## config.mk

```make
export PLATFORM = sky130hd
export DESIGN_NAME = ctrl_useq_flat
export DESIGN_NICKNAME = d
export VERILOG_FILES = /design/src/rtl/ctrl_useq_if.sv /design/src/rtl/ctrl_useq.sv /design/src/flat_wrapper.sv
export SDC_FILE = /design/constraint.sdc
export NUM_CORES = 1
export LEC_CHECK = 0
export CAP_MARGIN = 20
export CORE_AREA = 2 2 57 59
export CTS_BUF_LIST = sky130_fd_sc_hd__clkbuf_2
export CTS_CLUSTER_DIAMETER = 150
export CTS_CLUSTER_SIZE = 8
export DETAILED_ROUTE_END_ITERATION = 8
export DIE_AREA = 0 0 59 61
export PLACE_DENSITY = 0.85
export SKIP_CTS_REPAIR_TIMING = 1
export SYNTH_ARGS = -nofsm -noshare
export SYNTH_HDL_FRONTEND = slang
export SYNTH_SLANG_ARGS = --single-unit
```

## constraint.sdc

```tcl
create_clock -name clk -period 4.9 [get_ports clk]
set_input_delay 0.98 -clock clk [delete_from_list [all_inputs] [get_ports clk]]
set_output_delay 0.98 -clock clk [all_outputs]
set_load 0.005 [all_outputs]
```

## src/rtl/ctrl_useq_if.sv

```systemverilog
// ctrl_useq_if: microcode ROM bus between sequencer (master) and async ROM (slave)
// uaddr: ROM address {opcode, step}; uword: {cond_en, cond_idx[1:0], halt, end, con}
interface ctrl_useq_if #(
  parameter int OPW = 8,
  parameter int SW  = 3,
  parameter int CW  = 30
);
  logic [OPW+SW-1:0] uaddr;
  logic [CW+4:0]     uword;
  modport master (output uaddr, input uword);
  modport slave  (input uaddr, output uword);
endinterface

```

## src/rtl/ctrl_useq.sv

```systemverilog
// ctrl_useq: microsequencer running a fixed 3-state fetch then stepping an async microcode ROM
// clk, clr_n (async active-low): clock and reset
// run, step, wt: free-run / single-step request / wait-stall
// i, flags: opcode from IR and {xz,xm,az,am}
// rom: ROM bus (uaddr out, uword in)
// con, hlt, tstate, done: control word, halted, current T number, end-of-instruction pulse
module ctrl_useq #(
  parameter int OPW = 8,
  parameter int CW = 30,
  parameter int FLAGW = 4,
  parameter int MAXEX = 6,
  parameter int SW = 3,
  parameter logic [CW-1:0] FETCH1 = 30'h0000003,
  parameter logic [CW-1:0] FETCH2 = 30'h0000004,
  parameter logic [CW-1:0] FETCH3 = 30'h0000018
) (
  input  logic             clk,
  input  logic             clr_n,
  input  logic             run,
  input  logic             step,
  input  logic             wt,
  input  logic [OPW-1:0]   i,
  input  logic [FLAGW-1:0] flags,
  ctrl_useq_if.master      rom,
  output logic [CW-1:0]    con,
  output logic             hlt,
  output logic [SW+1:0]    tstate,
  output logic             done
);
  typedef enum logic [2:0] {F1, F2, F3, EX, IDLE, HALT} state_t;
  state_t st;
  logic [SW-1:0] cnt;
  logic step_q;
  logic [CW-1:0] ucon;
  logic uend, uhalt, cen, cfail, halt_go, last, hold, step_rise;
  logic [1:0] cidx;
  assign ucon = rom.uword[CW-1:0];
  assign uend = rom.uword[CW];
  assign uhalt = rom.uword[CW+1];
  assign cidx = rom.uword[CW+3:CW+2];
  assign cen = rom.uword[CW+4];
  assign cfail = cen & ~flags[cidx];
  assign halt_go = uhalt & ~cfail;
  assign last = uend | uhalt | cfail | (cnt == SW'(MAXEX-1));
  // wait only freezes the active instruction; IDLE and HALT ignore it
  assign hold = wt & (st != IDLE) & (st != HALT);
  assign step_rise = step & ~step_q;
  assign done = (st == EX) & last & ~halt_go & ~wt;
  assign rom.uaddr = {i, (st == EX) ? cnt : SW'(0)};
  always_comb begin
    con = (st == F1) ? FETCH1 :
          (st == F2) ? FETCH2 :
          (st == F3) ? FETCH3 :
          (st == EX && !cfail) ? ucon : '0;
    tstate = (st == F1) ? (SW+2)'(1) :
             (st == F2) ? (SW+2)'(2) :
             (st == F3) ? (SW+2)'(3) :
             (st == EX) ? (SW+2)'(cnt) + (SW+2)'(4) : '0;
  end
  always_ff @(posedge clk or negedge clr_n) begin
    if (!clr_n) begin
      st <= F1;
      cnt <= '0;
      hlt <= 1'b0;
      step_q <= 1'b0;
    end else begin
      step_q <= step;
      if (!hold) begin
        case (st)
          F1: st <= F2;
          F2: st <= F3;
          F3: begin
            st <= EX;
            cnt <= '0;
          end
          EX: begin
            cnt <= last ? '0 : cnt + 1'b1;
            st <= !last ? EX : halt_go ? HALT : run ? F1 : IDLE;
            hlt <= last & halt_go;
          end
          IDLE: st <= (run | step_rise) ? F1 : IDLE;
          HALT: st <= HALT;
          default: st <= F1;
        endcase
      end
    end
  end
endmodule
```

## src/flat_wrapper.sv

```systemverilog
// flat-port wrapper written by rule: the top's interface ports become plain ports
module ctrl_useq_flat 
#(
  parameter int OPW = 8,
  parameter int CW = 30,
  parameter int FLAGW = 4,
  parameter int MAXEX = 6,
  parameter int SW = 3,
  parameter logic [CW-1:0] FETCH1 = 30'h0000003,
  parameter logic [CW-1:0] FETCH2 = 30'h0000004,
  parameter logic [CW-1:0] FETCH3 = 30'h0000018
)
  (clk, clr_n, run, step, wt, i, flags, con, hlt, tstate, done, rom_uaddr, rom_uword);
  ctrl_useq_if #(.OPW(OPW), .SW(SW), .CW(CW)) rom_i ();
  input  logic clk;
  input  logic clr_n;
  input  logic run;
  input  logic step;
  input  logic wt;
  input  logic [OPW-1:0] i;
  input  logic [FLAGW-1:0] flags;
  output logic [CW-1:0] con;
  output logic hlt;
  output logic [SW+1:0] tstate;
  output logic done;
  output wire logic [$bits(rom_i.uaddr)-1:0] rom_uaddr;
  input wire logic [$bits(rom_i.uword)-1:0] rom_uword;
  assign rom_uaddr = rom_i.uaddr;
  assign rom_i.uword = rom_uword;
  ctrl_useq #(.OPW(OPW), .CW(CW), .FLAGW(FLAGW), .MAXEX(MAXEX), .SW(SW), .FETCH1(FETCH1), .FETCH2(FETCH2), .FETCH3(FETCH3)) u_core (.clk(clk), .clr_n(clr_n), .run(run), .step(step), .wt(wt), .i(i), .flags(flags), .rom(rom_i), .con(con), .hlt(hlt), .tstate(tstate), .done(done));
endmodule
```

Word-level counts from Yosys, hierarchy flattened
Cells that the tools add are included.
{"block": "classes", "n_addsub": 2, "multipliers": 0, "n_div": 0, "magnitude_cmp": 1, "eq_ne": 8, "shift": 0, "n_mux": 18, "bitwise_logic": 19, "n_reduce_logical": 6}
{"operator": "$mux W30", "n": 4}
{"operator": "$mux W5", "n": 4}
{"operator": "$mux W3", "n": 6}
{"operator": "$pmux W3 S6", "n": 1}
{"operator": "$and A1 B1 Y1", "n": 9}
{"operator": "$eq A3 B3 Y1 const B", "n": 3}
{"operator": "$eq A3 B2 Y1 const B", "n": 2}
{"operator": "$ne A3 B3 Y1 const B", "n": 2}
{"operator": "$not A1 Y1", "n": 6}
{"operator": "$pmux W3 S2", "n": 1}
{"operator": "$add A3 B3 Y4 const B", "n": 1}
{"operator": "$or A1 B1 Y1", "n": 4}
{"operator": "$reduce_and A2 Y1", "n": 2}
{"operator": "$add A3 B1 Y3 const B", "n": 1}
{"operator": "$eq A3 B1 Y1 const B", "n": 1}
{"operator": "$logic_not A3 Y1", "n": 1}
{"operator": "$lt A2 B3 Y1 const B", "n": 1}
{"operator": "$bmux W1 S2", "n": 1}
{"operator": "$reduce_bool A2 Y1", "n": 1}
{"operator": "$logic_and A1 B1 Y1", "n": 1}
{"operator": "$logic_not A1 Y1", "n": 1}
{"operator": "$mux W1", "n": 1}
{"block": "word_totals", "ff_bits": 8, "latch_bits": 0, "ram_bits": 0, "romBits": 0, "wordCells": 58, "mem_count": 0}

Depth between registers and ports, before layout
{"block": "depth", "depth_word": 10, "ltp_mapped": 6}

Worst setup path before layout
OpenSTA, ideal clock, no wires.
{"block": "synth_path", "path_type": "input port to output port", "startpoint": "in rom_uword[34]", "endpoint": "out con[10]", "t_arrival_ps": 1814, "required_ps": 3920, "setup_slack_ps": 2106, "cell_stages": 4, "path_cell_list": "and2_1 -> a221oi_2 -> clkbuf_1 -> and2_1"}
{"block": "synth_via", "elab_chain_len": 7}
{"element": "from (decl)", "line": "flat_wrapper.sv:27", "source": "input wire logic [$bits(rom_i.uword)-1:0] rom_uword;"}
{"element": "$and A1 B1 Y1", "line": "ctrl_useq.sv:42", "source": "assign cfail = cen & ~flags[cidx];"}
{"element": "$logic_not A1 Y1", "line": "ctrl_useq.sv:54", "source": "(st == EX && !cfail) ? ucon : '0;"}
{"element": "$logic_and A1 B1 Y1", "line": "ctrl_useq.sv:54"}
{"element": "$mux W30", "line": "ctrl_useq.sv:54"}
{"element": "$mux W30", "line": "ctrl_useq.sv:53", "source": "(st == F3) ? FETCH3 :"}
{"element": "$mux W30", "line": "ctrl_useq.sv:52", "source": "(st == F2) ? FETCH2 :"}
{"element": "$mux W30", "line": "ctrl_useq.sv:51", "source": "con = (st == F1) ? FETCH1 :"}
{"element": "to (decl)", "line": "flat_wrapper.sv:22", "source": "output logic [CW-1:0] con;"}
Every way passes these cells.

Final worst setup path
{"block": "layout_path", "startpoint": "in rom_uword[33]", "endpoint": "out con[12]"}
{"block": "layout_via", "elab_chain_len": 10}
{"element": "$bmux W1 S2", "line": "ctrl_useq.sv:42"}
{"element": "$mux W1 (not written as such)", "line": "ctrl_useq.sv:42"}
{"element": "$not A1 Y1", "line": "ctrl_useq.sv:42"}
{"element": "$and A1 B1 Y1", "line": "ctrl_useq.sv:42"}
{"element": "$logic_not A1 Y1", "line": "ctrl_useq.sv:54"}
{"element": "$logic_and A1 B1 Y1", "line": "ctrl_useq.sv:54"}
{"element": "$mux W30", "line": "ctrl_useq.sv:54"}
{"element": "$mux W30", "line": "ctrl_useq.sv:53"}
{"element": "$mux W30", "line": "ctrl_useq.sv:52"}
{"element": "$mux W30", "line": "ctrl_useq.sv:51"}
Every way passes these cells. The select of a mux whose other input is x is not followed.

==> summary.md <==
| Metric | Value |
|---|---|
| Sum of negative setup slack | `0 ns` |
| Most used DFF post-synth | `dfrtp_1` |
| # rows | `20` |
| Initial antenna violation count | `0` |
| Clk slew on worst S/H paths | `0.08 ns` |
| Hold path cells | `2` |
| Peak per-stage delay on the critical path | `0.59 ns` |
| Detailed placement HPWL | `2320 um` |
| Clock Skew | `0.00695 ns` |
| P_sw | `0.215 mW` |
| Period Utilization, post-route | `0.847` |
| Crit path depth | `6` |
| Peak VDD IR | `0.117 mV` |
| Reg power frac | `0.216` |
| Final Max Tran Viols | `0` |
| Switch share | `0.369` |
| Tmin final | `4.15 ns` |
| Worst-Skew Late Latency | `0.23 ns` |
| Crit-path slowest cell | `a221oi_2` |
| # fillers | `265` |
| Number of global-route vias before repair | `977` |
| WL/cell | `12.8 um` |
| Residual DRC | `0` |
| Worst path most repeated cell | `clkdlybuf4s50_1` |
| Pleak | `0.675 nW` |
| Total die area | `0.00360 sq mm` |
| Fmax | `241 MHz` |
| Antenna diodes | `0` |
| CP required | `3.92 ns` |
| GRT overflow | `0` |
| Initial Util | `0.289` |
| H-tree depth | `1` |
| CTS Buf Count | `3` |
| Top cells by area, synth | `dfrtp_1 23%, and2_1 22%, buf_4 8.8%` |
| Fin worst setup slack | `0.750 ns` |
| Top Family by Delay on Critical Path | `buffers and inverters` |
| P per Cell Area | `357 mW/mm^2` |
| Area growth from synthesis to layout | `91.8%` |
| Normalized max-slew margin | `0.564` |
| Final setup viols | `0` |
| Root buf cell | `clkbuf_2` |
| Setup WS pre-CTS | `0.728 ns` |
| Share of layout cells above drive strength 1 | `0.0326` |
| Placed cell area | `0.00162 sq mm` |
| GPL Wtd Cong | `0.803` |
| Yosys warnings | `0` |
| Status | `finished clean` |
| Top cell type's share of synthesized area | `0.235` |
| Gate power share | `0.717` |
| RSZ-0062 raised after global routing | `no` |
| Max cap viols | `0` |
| Critical Path AT | `3.17 ns` |
| Startpoint types | `input port` |
| Clk buf depth | `2` |
| WS Path Type | `in2out` |
| Via-to-Cell Ratio | `4.83` |
| Total Power | `0.583 mW` |
| Yosys top cell by area | `dfrtp_1` |
| Iteration-0 DRC Markers | `26` |
| Post-Syn Area | `853 sq um` |
| Reg2Reg Depth | `5` |
| Async set-or-reset flop fraction in the synthesized netlist | `1.00` |
| Remaining antenna violation count | `0` |
| Post-Syn Instances | `114` |
| RR Startpoint | `u_core.st[2]` |
| Final hold vios | `0` |
| CP Cell Sequence | `clkdlybuf4s50_1, mux2i_1, a221oi_2, buf_4, and2_1, clkdlybuf4s50_1` |
| Clk sink count | `8` |
| Tightest Hold Check Type | `reg2reg` |
| Final Net Count | `240` |
| Reg2Reg Setup Slack | `2.72 ns` |
| IO Pins | `100` |
| Total GRT Usage | `0.149` |
| CP startpoint | `rom_uword[33]` |
| Core footprint | `0.00295 sq mm` |
| Distinct cells, synth | `30` |
| Reg-to-reg endpoint | `u_core.cnt[1]` |
| Synthesized flop and latch total | `8` |
| PortBufs | `82` |
| Total wire length | `2790 um` |
| Sequential cell area fraction in the yosys report | `0.235` |
| Commonest non-fill, non-tap cells in the layout | `82 x clkdlybuf4s50_1, 30 x and2_1, 11 x nand2_1` |
| Vias | `1048` |
| Die width | `59 um` |
| Avg Inst Size Synth | `7.49 sq um` |
| First-pass GRT wire length | `4140 um` |
| Pin count of the biggest net entering global routing | `22` |
| Die height | `61 um` |
| Pre-antenna DRT Iters | `4` |
| Fin util | `0.554` |
| Critical path endpoint | `con[12]` |
| Worst slew pin tran | `0.649 ns` |
| Commonest non-fill, non-tap cell in the layout | `clkdlybuf4s50_1` |
| CTS tree | `yes` |
| Clk pwr share | `0.066` |
| Critical Path Sink Type | `output port` |
| Syn Nets | `168` |
| Pint | `0.368 mW` |
| Post-route cell area | `0.00164 sq mm` |
| Worst path buffer plus inverter count | `3` |
| Number of flops mapped to enable cells by yosys | `0` |
| Crit path max fanout | `21` |
power by group through the flow:
stage	Clock, mW	Sequential (mW)	Combinational [mW]
floorplan	0	0.0955	0.213
CTS	0.0398	0.126	0.423
finish	0.0387	0.126	0.418
global route	0.0453	0.130	0.457
global placement	0	0.124	0.413
detailed placement	0	0.128	0.421
cell families after synthesis:
kind of cell | share of synthesized area
adder cells (fa/ha/maj) | 0.0293
other | 0.00439
flip-flops | 0.235
AND/OR/NAND/NOR | 0.409
multiplexers | 0.0235
buffers and inverters | 0.128
AO/OA/AOI/OAI | 0.172
layer usage:
metal,share of wire,vias to the layer above,track usage
met5,0,-,0
met4,0.0043,0,0.0519
met3,0.11,2,0.0299
met2,0.50,70,0.286
met1,0.38,460,0.161
li1,-,516,-
state kept, by name, indices dropped and copies added (netlist names):
signal,flops
u_core.cnt,3
u_core.hlt,1
u_core.st,3
u_core.step_q,1
worst min-delay path by stage:
stage	startpoint	end	slack, ns
final	u_core.hlt	u_core.hlt	0.51
after CTS	u_core.hlt	u_core.hlt	0.51
after floorplan	u_core.hlt	u_core.hlt	0.47
after detailed placement	u_core.hlt	u_core.hlt	0.49
after global routing	u_core.hlt	u_core.hlt	0.56
after global placement	u_core.hlt	u_core.hlt	0.46
layout make-up:
cell class	count	area, sq um	share of cell area
repair buffers	83	828	0.506
multi-input cells	88	544	0.333
flip-flops and latches	8	200	0.122
well taps	33	41.3	0.0252
clock buffers	3	15.0	0.00917
inverters	2	7.51	0.00459
worst min-delay path, cell delays in order, from the launching register on:
cell	delay, ns
dfrtp_1	0.36
nand2_1	0.05
nand2_1	0.06
metrics by stage:
step                instances  hold slack (ns)
floorplan                 114            0.468
global placement          214            0.463
detailed placement        214            0.490
CTS                       217            0.509
global route              217            0.556
finish                    217            0.505
cell usage after synthesis (all sizes together), types with 3 or more instances:
cell     n
nor2     6
nand3    3
a211oi   3
buf     13
nor2b    4
nor3     3
clkbuf   3
o21ai    3
dfrtp    8
nand2   12
a21oi    3
and2    30
(Power assumes the default switching activity.)
==> variant 1, RTL diff (config.mk and constraints unchanged) <==
The 6 states of `state_t` get a Gray code encoding in 3 bits.
--- a/src/rtl/ctrl_useq.sv
+++ b/src/rtl/ctrl_useq.sv
@@ -27,7 +27,7 @@
   output logic [SW+1:0]    tstate,
   output logic             done
 );
-  typedef enum logic [2:0] {F1, F2, F3, EX, IDLE, HALT} state_t;
+  typedef enum logic [2:0] {F1 = 3'b000, F2 = 3'b001, F3 = 3'b011, EX = 3'b010, IDLE = 3'b110, HALT = 3'b111} state_t;
   state_t st;
   logic [SW-1:0] cnt;
   logic step_q;
Formal check against the unedited RTL: no difference found for any inputs over 10 cycles, from zero or initial values; not proved beyond that.
==> variant 1 against the unedited design <==
- sequential cell count unchanged
- area after synthesis up 7.9%
- hold slack about the same
- power up 6.8%
- combinational power up 8.6%
- routed wire length up 5.4%
- via count up 4.9%
- final area up 3.7%
- first-iteration DRC count up 54%
- worst setup slack worse by 0.080 ns
- die area unchanged
==> variant 1: results (changes against the unedited design) <==
stage,metric,value,unit,change
min_path,Hold WC Path Type,flip-flop to flip-flop,,unchanged
synthesis,most frequent cells after synthesis,"and2_1 (24), nor2_1 (11), buf_4 (9)",,"was and2_1 (30), nand2_1 (11), buf_4 (10)"
layout,Fill cells,270,,was 265
global_routing,vias in the first global route,1017,,was 977
route,wire length per cell,13.28,um,was 12.83 um
layout,diode count,0,,unchanged
cts,Num CTS Buffers,3,,unchanged
placed_design,HPWL after detailed placement,2405,um,was 2317 um
placed_design,port bufs,82,,unchanged
synthesis,ys async rst share,1.000,,unchanged
global_routing,first-pass GRT wire length,4650,um,was 4140 um
global_routing,pin count of the biggest net entering global routing,32,,was 22
synthesis,Syn Nets,171,,was 168
critical_path,CP max FO,31,,was 21
route,DRT iter0 DRCs,40,,was 26
sta,Worst Max-Slew Pin Slew,0.8794,ns,was 0.6494 ns
layout,Final Net Count,244,,was 240
synthesis,synth top area cells,"dfrtp_1 (22%), and2_1 (16%), buf_4 (7.3%)",,"was dfrtp_1 (23%), and2_1 (22%), buf_4 (8.8%)"
pwr,Worst VDD drop,0.0002453,V,was 0.0001173 V
cts,Root Buffer,clkbuf_2,,unchanged
synthesis,top_reg_cell synth,dfrtp_1,,unchanged
placed_design,Placer Congestion,0.7963,,was 0.8031
cts,"Clk pin slew, worst setup/hold paths",0.07,ns,
route,vias per cell,4.973,,was 4.829
route,met3 wire length,225,um,was 319 um
sta,clock skew,0.005952,ns,was 0.006945 ns
synthesis,Yosys cell types,38,,was 30
route,Top Layer Used,met4,,unchanged
route,DRT Pass-1 Iters,4,,unchanged
sta,Fin. Hold Viols,0,,unchanged
critical_path,"Arr. time, crit path",3.25,ns,was 3.17 ns
route,met2 WL,1446,um,was 1403 um
layout,share of layout cells above drive strength 1,0.09574,,was 0.03261
synthesis,sequential share of the synthesized area,0.2174,,was 0.2346
global_routing,antenna violations before repair,0,,unchanged
synthesis,Synth Warn #,0,,unchanged
route,met1 wire length,1191,um,was 1049 um
layout,biggest regs,"u_core.cnt x3, u_core.st x3",,unchanged
cts,htree depth,1,,unchanged
cts,clock buffer depth,2,,unchanged
pwr,Pleak,0.6841,nW,was 0.6754 nW
global_routing,global-route usage over all layers,0.1673,,was 0.1487
run_status,status,"finished, final reports clean",,unchanged
cts,clk_lat worst skew,0.24,ns,
==> variant 1: cell count changes after synthesis, sizes merged, moves of 2 or more <==
cell	change
a211oi	-2
a21oi	+4
nand2	-7
nor2	+5
==> variant 1: stage by stage <==
stage | cells | cell area [um2] | util | setup WS, ns
2_1_floorplan | 117 | 920.9 | - | 2.048
3_3_place_gp | 218 | 1683 | 0.5699 | 0.7046
3_5_place_dp | 218 | 1683 | 0.5699 | 0.6163
4_1_cts | 221 | 1698 | 0.5750 | 0.6213
5_1_grt | 221 | 1698 | 0.5750 | 0.4134
6_report | 221 | 1698 | 0.5750 | 0.6693
==> variant 1: metal layers <==
| layer | GRT usage | vias up |
|---|---|---|
| li1 | - | 532 |
| met5 | 0 | - |
| met2 | 0.3016 | 61 |
| met1 | 0.1969 | 497 |
| met3 | 0.01919 | 9 |
| met4 | 0.08117 | 0 |
==> variant 1: final timing paths <==
| check | slack (ns) | startpoint | end | cells after the start |
|---|---|---|---|---|
| worst min register to register | 0.51 | u_core.hlt$_DFFE_PN0P_ | u_core.hlt$_DFFE_PN0P_ | 1 |
| max in group asynchronous | 3.59 | clr_n | u_core.st[2]$_DFFE_PN0N_ | 1 |
| min in group asynchronous | 1.02 | clr_n | u_core.st[1]$_DFFE_PN0N_ | 1 |
| worst min-delay path | 0.51 | u_core.hlt$_DFFE_PN0P_ | u_core.hlt$_DFFE_PN0P_ | 1 |
| worst max register to register | 2.52 | u_core.st[0]$_DFFE_PN0N_ | u_core.st[2]$_DFFE_PN0N_ | 6 |
| worst max-delay path | 0.67 | rom_uword[33] | con[4] | 6 |
==> variant 1: power by group <==
group / internal, W / switching [W]
registers: 0.0000843 / 0.0000451
logic: 0.000287 / 0.000167
clock network: 0.0000167 / 0.0000232
==> variant 1: cell families after synthesis <==
kind of cell	share of synthesized area
other cells	0.004072
flops	0.2174
xor+xnor	0.009513
compound gates	0.2201
buf+inv	0.1291
mux	0.02174
fa+ha+maj	0.02717
simple gates	0.3709
==> variant 1: worst max-delay path, stage by stage <==
cell and delay, ns:
clkdlybuf4s50_1 0.51, mux2i_1 0.17, a221oi_4 0.80, a21oi_1 0.15, nor2_1 0.12, clkdlybuf4s50_1 0.51
==> variant 1: cell type report <==
cell class,count,area share
well taps,33,0.02432
multi-input cells,91,0.3545
clock buffers,3,0.008843
inverters,3,0.006632
flip-flops and latches,8,0.1179
repair buffers,83,0.4878
==> variant 2, RTL diff (same flow settings) <==
Without the edit above. `MAXEX` is set to 6 in 2 places; all go to 4.
--- a/src/rtl/ctrl_useq.sv
+++ b/src/rtl/ctrl_useq.sv
@@ -8,7 +8,7 @@
   parameter int OPW = 8,
   parameter int CW = 30,
   parameter int FLAGW = 4,
-  parameter int MAXEX = 6,
+  parameter int MAXEX = 4,
   parameter int SW = 3,
   parameter logic [CW-1:0] FETCH1 = 30'h0000003,
   parameter logic [CW-1:0] FETCH2 = 30'h0000004,
--- a/src/flat_wrapper.sv
+++ b/src/flat_wrapper.sv
@@ -4,7 +4,7 @@
   parameter int OPW = 8,
   parameter int CW = 30,
   parameter int FLAGW = 4,
-  parameter int MAXEX = 6,
+  parameter int MAXEX = 4,
   parameter int SW = 3,
   parameter logic [CW-1:0] FETCH1 = 30'h0000003,
   parameter logic [CW-1:0] FETCH2 = 30'h0000004,
Behaviour: not the same (a bounded check fails within 10 cycles, from zero or initial values).
==> variant 2 against the unedited design <==
- global-route usage decreased by 0.27 points
- via count decreased by 1.3%
- critical path depth unchanged
- sequential share of layout area about the same
- power increased by 7.3%
- routed wire length decreased by 1.6%
- final area increased by 0.38%
- worst setup slack improved by 0.20 ns
- register-to-register slack improved by 0.52 ns
- sequential cell count unchanged
- area after synthesis increased by 0.59%
- utilization increased by 0.21 points
- critical path type unchanged
- critical endpoint is now con[2]
==> variant 2: results (changes against the unedited design) <==
stage,metric,value,unit,change
global_routing,first-pass GRT wire length,3974,um,was 4140 um
global_routing,pin count of the biggest net entering global routing,29,,was 22
global_routing,vias in the first global route,974,,was 977
run_status,status,"finished, final reports clean",,unchanged
placed_design,port bufs,82,,unchanged
layout,share of layout cells above drive strength 1,0.05464,,was 0.03261
synthesis,sequential share of the synthesized area,0.2332,,was 0.2346
route,met2 WL,1402,um,was 1403 um
synthesis,Syn Inst Count,112,,was 114
synthesis,most frequent cells after synthesis,"and2_1 (27), nand2_1 (10), buf_4 (9), nor2_1 (9), dfrtp_1 (8)",,"was and2_1 (30), nand2_1 (11), buf_4 (10)"
critical_path,flop2flop setup slack,3.24,ns,was 2.72 ns
synthesis,synth top area cells,"dfrtp_1 (23%), and2_1 (20%), buf_4 (7.9%)",,"was dfrtp_1 (23%), and2_1 (22%), buf_4 (8.8%)"
pwr,Pleak,0.6631,nW,was 0.6754 nW
placed_design,HPWL after detailed placement,2350,um,was 2317 um
placed_design,Placer Congestion,0.7346,,was 0.8031
global_routing,GRT met2 Usage,0.2968,,was 0.2857
route,wire length per cell,12.69,um,was 12.83 um
route,DRT iter0 DRCs,29,,was 26
synthesis,Syn Nets,166,,was 168
sta,f_max,0.2530,GHz,was 0.2409 GHz
route,met1 wire length,1016,um,was 1049 um
pwr,Worst VDD drop,0.0002538,V,was 0.0001173 V
global_routing,met3 Resource Use GR,0.03838,,was 0.02985
layout,diode count,0,,unchanged
cts,clk_lat worst skew,0.26,ns,was 0.23 ns
layout,non-filler instance count after layout,216,,was 217
placed_design,DP Worst Slack,0.9173,ns,was 0.7281 ns
critical_path,CP peak stage delay,0.51,ns,was 0.59 ns
sta,clock skew,0.01214,ns,was 0.006945 ns
critical_path,CP max FO,28,,was 21
layout,Final Net Count,239,,was 240
global_routing,GR Layer Usage met1,0.1351,,was 0.1611
pwr,Switch Pwr,0.0002332,W,was 0.0002155 W
placed_design,Placed Instances,213,,was 214
min_path,worst hold path depth,2,,unchanged
route,met3 wire length,303,um,was 319 um
critical_path,"Arr. time, crit path",2.97,ns,was 3.17 ns
layout,Fill cells,274,,was 265
synthesis,Yosys cell types,33,,was 30
route,vias per cell,4.787,,was 4.829
placed_design,Post-DP Area,1628,um2,was 1622 um2
critical_path,Crit-path slowest cell,clkdlybuf4s50_1,,was a221oi_2
global_routing,global-route usage over all layers,0.1460,,was 0.1487
[variant 2: cell count changes after synthesis, sizes merged, moves of 2 or more]
cell    delta
and2       -3
o21ai      +4
clkbuf     +2
nor2       +3
and3       +2
a31oi      +2
nand3      -2
a21oi      -2
buf        -3
a211oi     -3
[variant 2: cells by family after synthesis]
family	after synthesis	synth area share
simple gates	62	0.3994
compound gates	20	0.1851
buf+inv	17	0.1254
flops	8	0.2332
mux	2	0.02332
fa+ha+maj	2	0.02915
other cells	1	0.004369
[variant 2: final cells by class]
type / instances / area, um2 / area share
flip-flops and latches: 8 / 200.2 / 0.1219
multi-input cells: 87 / 550.5 / 0.3351
well taps: 33 / 41.29 / 0.02513
repair buffers: 83 / 828.3 / 0.5042
clock buffers: 3 / 15.01 / 0.009139
inverters: 2 / 7.507 / 0.004570
[variant 2: final timing paths]
kind	start	endpoint
max	rom_uword[33]	con[2]
min	u_core.hlt$_DFFE_PN0P_	u_core.hlt$_DFFE_PN0P_
max reg2reg	u_core.cnt[0]$_DFFE_PN0P_	u_core.st[1]$_DFFE_PN0N_
min reg2reg	u_core.hlt$_DFFE_PN0P_	u_core.hlt$_DFFE_PN0P_
max in group asynchronous	clr_n	u_core.cnt[0]$_DFFE_PN0P_
min in group asynchronous	clr_n	u_core.step_q$_DFF_PN0_
[variant 2: power by group through the flow]
stage	sequential, W	combinational [W]	clock [W]
6_report	0.000126	0.000457	0.0000428
5_1_grt	0.000131	0.000498	0.0000489
4_1_cts	0.000126	0.000465	0.0000434
3_5_place_dp	0.000127	0.000462	0
3_3_place_gp	0.000125	0.000451	0
2_1_floorplan	0.0000958	0.000239	0
